**config.mk**
```make
export PLATFORM = sky130hd
export DESIGN_NAME = count_seq_ctrl
export DESIGN_NICKNAME = d
export VERILOG_FILES = /design/src/rtl/count_seq_pkg.sv /design/src/rtl/count_seq_ctrl_tick_gen.sv /design/src/rtl/count_seq_ctrl.sv
export SDC_FILE = /design/constraint.sdc
export NUM_CORES = 1
export LEC_CHECK = 0
export ABC_AREA = 1
export ABC_CLOCK_PERIOD_IN_PS = 1850
export CAP_MARGIN = 15
export CORE_AREA = 4 4 84 86
export CTS_CLUSTER_DIAMETER = 30
export DETAILED_ROUTE_END_ITERATION = 8
export DIE_AREA = 0 0 88 90
export PLACE_DENSITY_LB_ADDON = 0.1
export SYNTH_ARGS = -nofsm -noshare
export SYNTH_HDL_FRONTEND = slang
export SYNTH_SLANG_ARGS = --single-unit
```
**constraint.sdc**
```tcl
create_clock -name clk -period 1.85 [get_ports clk]
set_input_delay 0.185 -clock clk [delete_from_list [all_inputs] [get_ports clk]]
set_output_delay 0.185 -clock clk [all_outputs]
set_load 0.01 [all_outputs]
```
**src/rtl/count_seq_pkg.sv**
```systemverilog
// Shared constants for the count sequencer: FSM state encoding, default
// prescaler terminal value and the 4-bit count increment helper.
package count_seq_pkg;

  localparam logic [1:0] ST_IDLE  = 2'd0;
  localparam logic [1:0] ST_RUN   = 2'd1;
  localparam logic [1:0] ST_PAUSE = 2'd2;
  localparam logic [1:0] ST_DONE  = 2'd3;

  localparam int unsigned DIV_DEFAULT = 10;
  localparam int unsigned PW_DEFAULT  = 27;

  // Count arithmetic wraps silently at 16.
  function automatic logic [3:0] cnt_inc(input logic [3:0] c);
    return c + 4'd1;
  endfunction

endpackage

```
**src/rtl/count_seq_ctrl_tick_gen.sv**
```systemverilog
// Prescaler for the count sequencer: counts enabled cycles 0..DIV and emits a
// registered one-cycle tick on the cycle after the counter wraps.
module tick_gen #(
  parameter int unsigned DIV = 10,
  parameter int unsigned PW  = 27
) (
  input  logic clk,
  input  logic clr,
  input  logic en,
  input  logic sync_clr,
  output logic tick
);

  localparam logic [PW-1:0] TERM = PW'(DIV);

  logic [PW-1:0] cnt;

  always_ff @(posedge clk) begin
    if (clr || sync_clr) begin
      cnt  <= '0;
      tick <= 1'b0;
    end else begin
      tick <= 1'b0;
      if (en) begin
        if (cnt == TERM) begin
          cnt  <= '0;
          tick <= 1'b1;
        end else begin
          cnt <= cnt + {{(PW-1){1'b0}}, 1'b1};
        end
      end
    end
  end

endmodule

```
**src/rtl/count_seq_ctrl.sv**
```systemverilog
// Count sequencer: loads a start value, counts prescaled ticks up to a latched
// terminal value, then reports done. COUNT_SEQ_AUTORELOAD_EN selects auto-reload.
module count_seq_ctrl
  import count_seq_pkg::*;
#(
  parameter int unsigned DIV = DIV_DEFAULT,
  parameter int unsigned PW  = PW_DEFAULT
) (
  input  logic       clk,
  input  logic       clr,
  input  logic       start,
  input  logic       stop,
  input  logic       pause,
  input  logic [3:0] load_val,
  input  logic [3:0] term_val,
  output logic [3:0] Cout,
  output logic       tick,
  output logic       busy,
  output logic       done,
  output logic [1:0] state_dbg
);

  // start and stop are single-cycle requests sampled on the rising edge; start
  // is honoured only in IDLE and only when stop is low, stop wins everywhere.
  logic [1:0] state;
  logic [3:0] cout_q;
  logic [3:0] term_q;
  logic [3:0] cout_nxt;
  logic       presc_en;
  logic       presc_clr;

`ifdef COUNT_SEQ_AUTORELOAD_EN
  logic [3:0] load_q;
  logic       at_term_q;
  logic       done_q;
`endif

  // Prescaler also advances on the PAUSE->RUN edge, so a pause costs exactly
  // the number of cycles pause was high.
  assign presc_en  = !pause && !stop && (state == ST_RUN || state == ST_PAUSE);
  assign presc_clr = (state == ST_IDLE) || stop;
  assign cout_nxt  = cnt_inc(cout_q);

  tick_gen #(
    .DIV (DIV),
    .PW  (PW)
  ) u_tick_gen (
    .clk      (clk),
    .clr      (clr),
    .en       (presc_en),
    .sync_clr (presc_clr),
    .tick     (tick)
  );

  always_ff @(posedge clk) begin
    if (clr) begin
      state  <= ST_IDLE;
      cout_q <= 4'd0;
      term_q <= 4'd0;
`ifdef COUNT_SEQ_AUTORELOAD_EN
      load_q    <= 4'd0;
      at_term_q <= 1'b0;
      done_q    <= 1'b0;
`endif
    end else begin
`ifdef COUNT_SEQ_AUTORELOAD_EN
      done_q <= 1'b0;
`endif
      case (state)
        ST_IDLE: begin
          if (start && !stop) begin
            cout_q <= load_val;
            term_q <= term_val;
            state  <= ST_RUN;
`ifdef COUNT_SEQ_AUTORELOAD_EN
            load_q    <= load_val;
            at_term_q <= 1'b0;
`endif
          end
        end
        ST_RUN: begin
          if (stop) begin
            state <= ST_IDLE;
          end else if (tick) begin
`ifdef COUNT_SEQ_AUTORELOAD_EN
            // Terminal value is shown for one tick period before reloading.
            if (at_term_q) begin
              cout_q    <= load_q;
              at_term_q <= 1'b0;
            end else begin
              cout_q <= cout_nxt;
              if (cout_nxt == term_q) begin
                at_term_q <= 1'b1;
                done_q    <= 1'b1;
              end
            end
            if (pause) state <= ST_PAUSE;
`else
            cout_q <= cout_nxt;
            if (cout_nxt == term_q) state <= ST_DONE;
            else if (pause)         state <= ST_PAUSE;
`endif
          end else if (pause) begin
            state <= ST_PAUSE;
          end
        end
        ST_PAUSE: begin
          if (stop)        state <= ST_IDLE;
          else if (!pause) state <= ST_RUN;
        end
        ST_DONE: begin
          state <= ST_IDLE;
        end
        default: begin
          state <= ST_IDLE;
        end
      endcase
    end
  end

  assign Cout      = cout_q;
  assign busy      = (state == ST_RUN) || (state == ST_PAUSE);
  assign state_dbg = state;

`ifdef COUNT_SEQ_AUTORELOAD_EN
  assign done = done_q;
`else
  assign done = (state == ST_DONE);
`endif

endmodule

```
==> flow_summary.toml <==
[outcome]
status = "completed"

[drt]
num_vias = 2542
first_pass_iters = 4
antenna_left = 0
post_drt_wl_per_cell_um = 12.57
viasPerCell = 4.975
wl_mm = 6.421
drt_iter0_drc = 131
drc_errors = 0

[grt]
grt.met1_usage_pct = 20.49
antenna_found_initial = 0
grt_max_degree = 21
grt_use_met2_pct = 29.08
grt_util_met3_pct = 3.565
track_usage_pct = 17.10
globalRoute.busiestLayer = "met2"
grt.overflow.total = 0
grt_pass1_wl_mm = 10.82
grt_pass1_vias = 2332

[synthesis]
synth.area.top_cells = "dfxtp_1, nand2_1, nor2_1"
synth_common_cells = "nand2_1, nor2_1, inv_1"
yosys.area.top_type = "dfxtp_1"
synth.cell_area_um2 = 2441
postSynthCellCount = 403
ys.flop_type = "dfxtp_1"
synth_top_family_by_area = "simple AND/OR/NAND/NOR gates"
syn-num-nets = 423
synth_simple_gate_area_share_pct = 44.59
synth_most_common_cell = "nand2_1"
synth_compound_area_share_pct = 9.380
synth.distinct_cells = 26
synth-seq-area-share_pct = 31.16
muxShareOfSynthArea_pct = 0
synthXorXnorAreaFrac_pct = 3.229
synth_edf_count = 0
synth_top_area_share_pct = 31.16
syn_area_per_cell_um2 = 6.057
synth_fa_ha_area_share_pct = 3.588
async_reset_ff_share_pct = 0
ys_ff_latch = 38
ys.warnings.count = 0

[sta]
finalSetupViolCount = 0
finalHoldViolCount = 0
rsz0062_at_grt = "yes"
max_slew_margin_pct = 71.48
slew_viol_final = 0
timing.fmax_mhz = 574.1
fin_skew_ps = 3.936
max_slew.worst_pin.slew_ps = 426.9
fin_crit_ps = 1742
period_share_pct = 94.16
hold_ws_ps = 469.7

[placement]
dp.final_hpwl_mm = 5.004
place.port_buffers = 21
dpl_cell_area_um2 = 2789
place_congestion = 0.9528

[die]
placementRows = 29
io_pins = 22
die_area_um2 = 7920
die_h_um = 90
dieWidth_um = 88
initial_utilization_pct = 38.89
core_area_um2 = 6277

[cells_and_area]
post-route-util_pct = 46.88
final_cell_area_um2 = 2943
syn2layout_area_growth_pct = 20.55
nets = 453
antenna_cells = 0
drive_gt1_share_pct = 8.756

[pwr]
vdd_drop_max_mv = 0.5498
leakage_uw = 0.001057
power.density_nw_per_um2 = 920.7
power_uw = 2710

[cts]
clk_latency_ps = 300
clk_path_buf_depth = 2
cts_buffers = 5
clkSlewWorstSetupHoldPaths_ps = 80
htree_levels = 2
cts_num_sinks = 38
cts_tree = "done"
cts_root_buffer = "clkbuf_8"
cts_setup_buffers = 0

[setup_path]
cp-startpoint = "state_dbg[1]"
crit-reg2reg-launch = "state_dbg[1]"
r2r_end = "u_tick_gen.cnt[8]"
worstRegToRegCells = 9
crit_path_end = "busy"
required_ps = 1660
regToRegSetupSlack_ps = 160
critical_path.startpoint_type = "flip-flop"
crit_path_end_kind = "output port"
crit_fanout = 2
cp_data_arrival_time_ps = 1560
timing_worst_setup_path_type = "reg -> out"

[worst_hold_path]
hold_class = "in -> reg"

[run]
cap_viol_max_count = 0
==> where the power goes <==
group          internal [uW]  total, uW  switching (uW)  leakage, uW
clock network            575        896             320    0.0000714
registers                883        948            64.4     0.000308
logic                    367        866             500     0.000677
total                   1830       2710             884      0.00106
==> repair_timing <==
action                                 CTS  global route
gates resized for setup                  0             2
setup endpoints to repair                0             4
hold buffers                             0             0
endpoints found under the hold margin    0             0
==> per-stage QoR <==
stage,std cells,TNS (ps),setup slack (ps)
2_1_floorplan,403,0,148.0
6_report,511,0,108.0
3_5_place_dp,503,0,114.0
4_1_cts,511,0,100.6
5_1_grt,511,-37.74,-24.54
3_3_place_gp,503,0,129.9
==> cell families after synthesis <==
family / after synthesis
fa+ha+maj: 7
flops: 38
simple gates: 254
buf+inv: 51
xor+xnor: 9
compound gates: 44
==> final cells by class <==
cell class	count	area (um2)
multi-input cells	314	1495
well taps	77	96.34
fillers	655	3334
flip-flops and latches	38	760.7
clock buffers	6	82.58
repair buffers	28	275.3
inverters	46	172.7
clock inverters	2	60.06
==> how the worst min path moves through the flow <==
stage,start,depth (start not counted),end,slack (ps)
5_1_grt,load_val[1],3,Cout[1],490
2_1_floorplan,load_val[1],2,Cout[1],350
4_1_cts,load_val[2],3,Cout[2],460
3_3_place_gp,u_tick_gen.cnt[26],2,u_tick_gen.cnt[26],470
6_report,load_val[2],3,Cout[2],470
3_5_place_dp,term_q[0],2,term_q[0],470
==> worst max-delay path, stage by stage (launching register included) <==
cell and delay, ps:
dfxtp_1 330, inv_1 60, ha_1 310, clkdlybuf4s50_1 550
==> cells in the final DEF, fill, tap and decap left out, drive strengths merged, types with 6 or more instances in the layout <==
| cell | instances |
|---|---|
| nand2 | 131 |
| nor2 | 73 |
| inv | 46 |
| dfxtp | 38 |
| nand3 | 35 |
| a21oi | 26 |
| clkdlybuf4s50 | 21 |
| o21ai | 15 |
| xor2 | 8 |
| nor3 | 8 |
| ha | 7 |
| buf | 7 |
| nand4 | 6 |
| clkbuf | 6 |
==> routing by layer <==
layer | part of all wire (%) | vias to the layer above
met1 | 44 | 1138
li1 | - | 1336
met3 | 5.4 | 12
met4 | 2.3 | 0
met5 | 0 | -
met2 | 49 | 56
==> sequential cells by signal (all words and copies together), names as in the netlist <==
register and cells:
state_dbg 2, Cout 4, term_q 4, u_tick_gen.cnt 27
u_tick_gen.tick 1
(Power assumes the default switching activity.)
